$ cat src/rtl/disk_sector_pump.sv
// Sector pump between a floppy-style drive port and a host byte stream.
// Reads are filled from the host and then strobed to the drive; writes are collected from the drive and then drained to the host.
module disk_sector_pump #(
  parameter int SECTOR_BYTES = 512,
  parameter int GAP          = 3
) (
  input  logic        clk24,
  input  logic        rst,
  input  logic [31:0] disk_sr,
  output logic [31:0] disk_cr,
  output logic [7:0]  disk_data_in,
  output logic        disk_data_clkin,
  input  logic [7:0]  disk_data_out,
  input  logic        disk_data_clkout,
  output logic        req_valid,
  input  logic        req_ready,
  output logic        req_write,
  output logic [7:0]  req_track,
  output logic [7:0]  req_sector,
  output logic        req_side,
  output logic        req_drive,
  input  logic [7:0]  rx_data,
  input  logic        rx_valid,
  output logic        rx_ready,
  output logic [7:0]  tx_data,
  output logic        tx_valid,
  input  logic        tx_ready,
  input  logic        host_err,
  output logic        busy
);

  localparam int IW = (SECTOR_BYTES > 1) ? $clog2(SECTOR_BYTES) : 1;
  localparam logic [IW-1:0] LAST = IW'(SECTOR_BYTES - 1);
  localparam logic [3:0] GAP_W = 4'(GAP);

  localparam logic [2:0] S_IDLE    = 3'd0;
  localparam logic [2:0] S_REQ     = 3'd1;
  localparam logic [2:0] S_FILL    = 3'd2;
  localparam logic [2:0] S_FEED    = 3'd3;
  localparam logic [2:0] S_COLLECT = 3'd4;
  localparam logic [2:0] S_DRAIN   = 3'd5;
  localparam logic [2:0] S_DONE    = 3'd6;
  localparam logic [2:0] S_ERR     = 3'd7;

  logic [7:0]    buf_q [SECTOR_BYTES];
  logic [2:0]    state_q, state_d;
  logic [IW-1:0] idx_q, idx_d;
  logic [3:0]    gap_q, gap_d;
  logic          last_q, last_d;
  logic          clkin_q, clkin_d;
  logic [7:0]    data_q, data_d;
  logic [2:0]    cr_q, cr_d;
  logic          write_q, write_d;
  logic [7:0]    track_q, track_d, sector_q, sector_d;
  logic          side_q, side_d, drive_q, drive_d;
  logic          prev_clkout_q;
  logic          req_bit, rise, we;
  logic [7:0]    wdata;
  logic          unused_sr;

  assign unused_sr = ^{disk_sr[31:26], disk_sr[7:2]};
  assign req_bit   = write_q ? disk_sr[1] : disk_sr[0];
  assign rise      = disk_data_clkout & ~prev_clkout_q;

  always_comb begin
    state_d  = state_q;
    idx_d    = idx_q;
    gap_d    = gap_q;
    last_d   = last_q;
    clkin_d  = 1'b0;
    data_d   = data_q;
    cr_d     = cr_q;
    write_d  = write_q;
    track_d  = track_q;
    sector_d = sector_q;
    side_d   = side_q;
    drive_d  = drive_q;
    we       = 1'b0;
    wdata    = rx_data;
    case (state_q)
      S_IDLE: begin
        if (disk_sr[0] || disk_sr[1]) begin
          track_d  = disk_sr[15:8];
          sector_d = disk_sr[23:16];
          side_d   = disk_sr[24];
          drive_d  = disk_sr[25];
          write_d  = ~disk_sr[0];
          idx_d    = '0;
          state_d  = disk_sr[0] ? S_REQ : S_COLLECT;
        end
      end
      S_REQ: begin
        if (!req_bit) state_d = S_IDLE;
        else if (host_err) begin
          state_d = S_ERR;
          cr_d    = 3'b100;
        end else if (req_ready) begin
          state_d = write_q ? S_DRAIN : S_FILL;
          idx_d   = '0;
        end
      end
      S_FILL: begin
        if (!req_bit) state_d = S_IDLE;
        else if (host_err) begin
          state_d = S_ERR;
          cr_d    = 3'b100;
        end else if (rx_valid) begin
          we = 1'b1;
          if (idx_q == LAST) begin
            state_d = S_FEED;
            idx_d   = '0;
            gap_d   = '0;
            last_d  = 1'b0;
          end else idx_d = idx_q + 1'b1;
        end
      end
      S_FEED: begin
        // last_q is checked first so DONE is entered the cycle after the final strobe
        if (!req_bit) state_d = S_IDLE;
        else if (last_q) begin
          state_d = S_DONE;
          cr_d    = 3'b001;
          idx_d   = '0;
        end else if (gap_q != '0) gap_d = gap_q - 1'b1;
        else begin
          clkin_d = 1'b1;
          data_d  = buf_q[idx_q];
          gap_d   = GAP_W;
          if (idx_q == LAST) last_d = 1'b1;
          else idx_d = idx_q + 1'b1;
        end
      end
      S_COLLECT: begin
        if (!req_bit) state_d = S_IDLE;
        else if (rise) begin
          we    = 1'b1;
          wdata = disk_data_out;
          if (idx_q == LAST) begin
            state_d = S_REQ;
            idx_d   = '0;
          end else idx_d = idx_q + 1'b1;
        end
      end
      S_DRAIN: begin
        if (!req_bit) state_d = S_IDLE;
        else if (host_err) begin
          state_d = S_ERR;
          cr_d    = 3'b100;
        end else if (tx_ready) begin
          if (idx_q == LAST) begin
            state_d = S_DONE;
            cr_d    = 3'b010;
            idx_d   = '0;
          end else idx_d = idx_q + 1'b1;
        end
      end
      default: begin
        if (disk_sr[1:0] == 2'b00) begin
          state_d = S_IDLE;
          cr_d    = '0;
        end
      end
    endcase
    if (state_d == S_IDLE && state_q != S_IDLE) idx_d = '0;
  end

  always_ff @(posedge clk24) begin
    if (rst) begin
      state_q       <= S_IDLE;
      idx_q         <= '0;
      gap_q         <= '0;
      last_q        <= 1'b0;
      clkin_q       <= 1'b0;
      data_q        <= '0;
      cr_q          <= '0;
      write_q       <= 1'b0;
      track_q       <= '0;
      sector_q      <= '0;
      side_q        <= 1'b0;
      drive_q       <= 1'b0;
      prev_clkout_q <= 1'b0;
    end else begin
      state_q       <= state_d;
      idx_q         <= idx_d;
      gap_q         <= gap_d;
      last_q        <= last_d;
      clkin_q       <= clkin_d;
      data_q        <= data_d;
      cr_q          <= cr_d;
      write_q       <= write_d;
      track_q       <= track_d;
      sector_q      <= sector_d;
      side_q        <= side_d;
      drive_q       <= drive_d;
      prev_clkout_q <= disk_data_clkout;
    end
  end

  always_ff @(posedge clk24) begin
    if (we) buf_q[idx_q] <= wdata;
  end

  assign disk_cr         = {29'd0, cr_q};
  assign disk_data_in    = data_q;
  assign disk_data_clkin = clkin_q;
  assign req_valid       = (state_q == S_REQ);
  assign req_write       = write_q;
  assign req_track       = track_q;
  assign req_sector      = sector_q;
  assign req_side        = side_q;
  assign req_drive       = drive_q;
  assign rx_ready        = (state_q == S_FILL);
  assign tx_valid        = (state_q == S_DRAIN);
  assign tx_data         = buf_q[idx_q];
  assign busy            = (state_q != S_IDLE);

endmodule
$ cat config.mk
export PLATFORM = sky130hd
export DESIGN_NAME = disk_sector_pump
export DESIGN_NICKNAME = d
export VERILOG_FILES = /design/src/rtl/disk_sector_pump.sv
export SDC_FILE = /design/constraint.sdc
export NUM_CORES = 2
export LEC_CHECK = 0
export ABC_AREA = 0
export CORE_ASPECT_RATIO = 0.5
export CORE_MARGIN = 10
export CORE_UTILIZATION = 45
export DETAILED_ROUTE_END_ITERATION = 8
export PLACE_DENSITY = 0.67
export REMOVE_ABC_BUFFERS = 1
export SLEW_MARGIN = 25
export SYNTH_ARGS = -nofsm -noshare
export SYNTH_HDL_FRONTEND = slang
export SYNTH_SLANG_ARGS = --single-unit
$ cat constraint.sdc
create_clock -name clk24 -period 9.8 [get_ports clk24]
set_input_delay 1.96 -clock clk24 [delete_from_list [all_inputs] [get_ports clk24]]
set_output_delay 1.96 -clock clk24 [all_outputs]
set_load 0.02 [all_outputs]
# Word level (Yosys, flattened, before mapping)
# Memory sizes are Yosys's and may differ from the RTL's. A register that Yosys moved wholly into a read port is not among the register bits.
# Index checks and enable logic that the tools add are counted.
[word_totals]
register_bits = 49
mem_bits_rw = 4096
word_cells = 153
memories = 1
[classes]
add_sub_neg = 2
n_eq_ne = 28
n_mux = 81
bitwise = 8
reduce_logical = 20
[memory_table]
columns = ["name", "depth", "word_bits", "rd", "rd_ports_with_merged_regs", "wr", "line", "text"]
rows = [
  ["buf_q", 512, 8, 1, 1, 1, "45", "logic [7:0] buf_q [SECTOR_BYTES];"],
]
[ops]
columns = ["operator", "count"]
rows = [
  ["$mux 9", 19],
  ["$mux 3", 29],
  ["$pmux 9 s6", 1],
  ["$mux 4", 7],
  ["$mux 8", 3],
  ["$ne 2x2->1 const B", 10],
  ["$pmux 3 s6", 1],
  ["$mux 1", 17],
  ["$ne 2x1->1 const B", 8],
  ["$reduce_and 16->1", 1],
  ["$pmux 3 s4", 1],
  ["$add 9x1->9 const B", 1],
  ["$eq 9x9->1 const B", 1],
  ["$reduce_and 9->1", 1],
  ["$pmux 4 s2", 1],
  ["$reduce_bool 4->1", 2],
  ["$not 1->1", 7],
  ["$reduce_and 7->1", 1],
  ["$eq 3x2->1 const B", 2],
  ["$eq 3x3->1 const B", 2],
  ["$logic_not 3->1", 2],
  ["$ne 3x1->1 const B", 2],
  ["$ne 3x3->1 const B", 2],
  ["$reduce_and 6->1", 1],
  ["other kinds (14)", 17],
]

# Longest topological paths before layout
[logic_depth]
ltp_word = 10
depth_mapped = 15
mapped_depth_nobuf = 12

# Least setup slack after synthesis
# Ideal clock, no wire load.
[synth_timing]
kind = "input-to-reg"
start = "in disk_sr[0]"
end = "mem buf_q[0][0], data pin"
t_arrival_ns = 6.364
required_time_ns = 8.888
setup_slack_ns = 2.525
cell_stages = 6
cell_sequence = "clkbuf_1 -> mux2i_1 -> nor2_1 -> and2_1 -> clkbuf_1 -> mux2_2"
[synth_via]
elab_chain_cells = 3
[synth_rtl]
columns = ["element", "line", "text"]
rows = [
  ["start: declaration", "9", "input logic [31:0] disk_sr,"],
  ["$mux 1", "62", "assign req_bit = write_q ? disk_sr[1] : disk_sr[0];"],
  ["$mux 8", "134", "if (!req_bit) state_d = S_IDLE;"],
  ["$mux 8", "80", "case (state_q)"],
  ["net wdata[0]", "58", "logic [7:0] wdata;"],
  ["end: declaration", "45", ""],
]
# The timed path passes the listed nets, and every way through them passes these cells.

==> results_dict.tcl <==
set metrics [dict create \
    status "complete, no violations" \
    ys_seq_elements 4154 \
    die_height_um 444 \
    grt_pass1_vias 80300 \
    cts_tree "yes" \
    ys_async_sr_fraction_pct 0 \
    hold_viol 0 \
    slew_headroom_pct 18.3 \
    final_nets 8210 \
    routedWlPerCell_um 31.0 \
    use_met3_pct 5.29 \
    hp-class "reg2reg" \
    power_density_nw_per_um2 198 \
    coreArea_um2 358000 \
    total_power_mw 35.6 \
    synth_cells 8052 \
    overflow 0 \
    fmax_mhz 117 \
    critPathArrivalTime_ps 6610 \
    antenna_left 0 \
    grt_util_met2_pct 32.1 \
    synth_edf_count 4096 \
    grt_pass1_wl_um 588000 \
    synth_area_per_cell_um2 20.1 \
    ys.warnings.count 0 \
    worst_ep_required_time_ps 7840 \
    grt_util_all_layers_pct 20.7 \
    area.growth.synth_to_final_pct 11.0 \
    drive_above_1_share_pct 18.3 \
    post-cts-setup-buffer-count 0 \
    gr-max-usage-layer "met2" \
    cts_hold_buf 0 \
    syn_area_um2 162000 \
    final-setup-viol-count 0 \
    ir_worst_vdd_uv 155 \
    worst_slack_ps 1230 \
    rsz0062_at_grt "no" \
    finClkSkew_ps 39.0 \
    drt-total-wl_um 411000 \
    grt_max_degree 216 \
    yosysSeqAreaShare_pct 76.6 \
    numCtsBuffers 376 \
    drv_cap 0 \
    drc 0 \
    clock-sinks 4154 \
    cts.clk_slew.worst_paths_ps 70 \
    setup.worst_path.class "reg2out" \
    grt_use_met1_pct 28.9 \
    ys_types 72 \
    cts_max_level 5 \
    period_share_pct 87.5 \
    synth_largest_area_cell "edfxtp_1" \
    via_per_inst 6.15 \
    slew_violations 0 \
    critPathMaxFanout 59 \
    cts_resized 0 \
    max-clock-path-buffers 4 \
    io_buffer_count 85 \
    worst_pin_slew_ps 1210 \
    die_w_um 869 \
    io_pins 127 \
    synth_area_leaders "edfxtp_1 (76%), mux4_2 (11%), mux2i_1 (3.1%)" \
    drtPass1Iterations 6 \
    pre_cts_slack_ps 2250 \
    dpl.hpwl_um 239000 \
    synth_top_area_share_pct 75.8 \
    fin_crit_ps 8570 \
    root_buffer "clkbuf_16" \
    antenna_found_initial 15 \
    leakage_nw 53.1 \
    clk-insertion-delay-late_ps 910 \
    cp-start-kind "register" \
    gp_congestion 0.858 \
    synth_flop_cell "edfxtp_1" \
    start_util_pct 45.3 \
    vias 81500 \
    drtIter0Drc 10900 \
    endpoint_kind "output port" \
    rows 155 \
    die_area_um2 386000 \
]
final timing paths:
kind                            startpoint         endpoint  slack [ps]  cells after the start
worst max-delay path              register       tx_data[2]        1230                      9
worst min-delay path             req_drive        req_drive         450                      2
worst max register to register    register  disk_data_in[2]        4520                      9
worst min register to register   req_drive        req_drive         450                      2
state kept, by name, indices dropped and copies added (netlist names), 3 cells and up, named ones only:
signal and count:
buf_q 4096, idx_q 9, disk_data_in 8, req_sector 8, req_track 8, gap_q 4, cr_q 3, state_q 3
cell usage in the layout, fill, tap and decap left out, types with 13 or more instances in the layout:
| cell type | Yosys | layout |
|---|---|---|
| nand2_1 | 191 | 178 |
| clkinv_1 | 3 | 92 |
| clkbuf_1 | 254 | 77 |
| a31oi_1 | 17 | 17 |
| nor2_1 | 595 | 592 |
| a22o_1 | 26 | 26 |
| mux4_2 | 790 | 790 |
| clkdlybuf4s50_1 | 0 | 85 |
| nor3_1 | 83 | 80 |
| nand4_1 | 13 | 13 |
| mux2i_1 | 500 | 500 |
| o21ai_0 | 89 | 86 |
| nand3_1 | 38 | 34 |
| mux4_1 | 14 | 14 |
| a22oi_1 | 76 | 76 |
| o221ai_1 | 204 | 204 |
| o22ai_1 | 129 | 129 |
| buf_12 | 3 | 45 |
| dfxtp_1 | 58 | 52 |
| edfxtp_1 | 4096 | 4096 |
| nor4_1 | 36 | 28 |
| a211oi_1 | 61 | 59 |
| conb_1 | 1 | 29 |
| nor2b_1 | 31 | 27 |
| a221oi_1 | 27 | 27 |
| nand2_4 | 0 | 13 |
| mux2_2 | 31 | 23 |
| a21oi_1 | 177 | 177 |
| inv_1 | 15 | 14 |
| clkinv_2 | 0 | 62 |
| or4_1 | 23 | 23 |
| and2_1 | 22 | 21 |
| buf_4 | 83 | 94 |
| clkbuf_16 | 0 | 381 |
| bufinv_16 | 0 | 36 |
| o32ai_1 | 19 | 19 |
| nand2b_1 | 16 | 15 |
metrics by stage:
step                      TNS [ps]  std cells  util (%)  area, um2  hold slack, ps
final                            0      13200      50.3     180000             455
after global routing             0      13200      50.3     180000             479
after CTS                        0      13200      50.3     180000             455
after detailed placement         0      12600      47.0     168000             446
after global placement           0      12600      47.0     168000             451
after floorplan            -694770       7543         -     159000             439
cell families after synthesis:
| family | synth area share [%] |
|---|---|
| other | 0.00231 |
| adders and majority gates | 0.0463 |
| DFF | 76.6 |
| xor gates and xnor gates | 0.0378 |
| muxes | 14.5 |
| buffers and inverters | 2.01 |
| AOI/OAI and AO/OA | 3.87 |
| and+or+nand+nor | 2.98 |
worst max-delay path: stages (launching register included):
cell and delay, ps:
dfxtp_4 820, nand2_4 660, buf_4 490, o221ai_1 410, o21ai_0 150, a311oi_1 630
o21ai_0 380, nor4_2 1000, a22o_2 400, clkdlybuf4s50_1 650
synthesized netlist by cell type (all sizes together) (17+ instances only):
cell    count
mux2       31
nor3       83
o221ai    204
nand2     191
o32ai      19
nor4       37
clkbuf    254
o21ai      99
edfxtp   4096
and2       24
nand3      38
a221oi     27
a31oi      17
mux2i     500
a21oi     177
dfxtp      58
o22ai     129
nor2b      31
buf       283
or4        23
a22o       30
nor2      595
mux4      804
a211oi     61
a22oi      76
area by class of cell:
| class | instances | area (um2) |
|---|---|---|
| antenna | 6 | 15.0 |
| clock buffer | 462 | 9880 |
| clock inverter | 217 | 2040 |
| fill | 28000 | 178000 |
| inverter | 19 | 78.8 |
| multi-input combinational | 3370 | 35300 |
| sequential | 4154 | 124000 |
| tap | 4788 | 5990 |
| timing repair buffer | 228 | 2530 |
power by group:
| part | total (mW) | internal [mW] | switching [mW] |
|---|---|---|---|
| Sequential | 19.6 | 19.6 | 0.0237 |
| Clock | 14.6 | 8.12 | 6.44 |
| Combinational | 1.47 | 0.555 | 0.916 |
| Total | 35.6 | 28.3 | 7.38 |
metal layers:
layer  wire, um  up-vias
met3      43600      692
met4      13600        4
met2     192000     4264
met5         28        -
li1           -    33600
met1     161000    42900
Note: power is estimated with default switching activity, not from simulation.
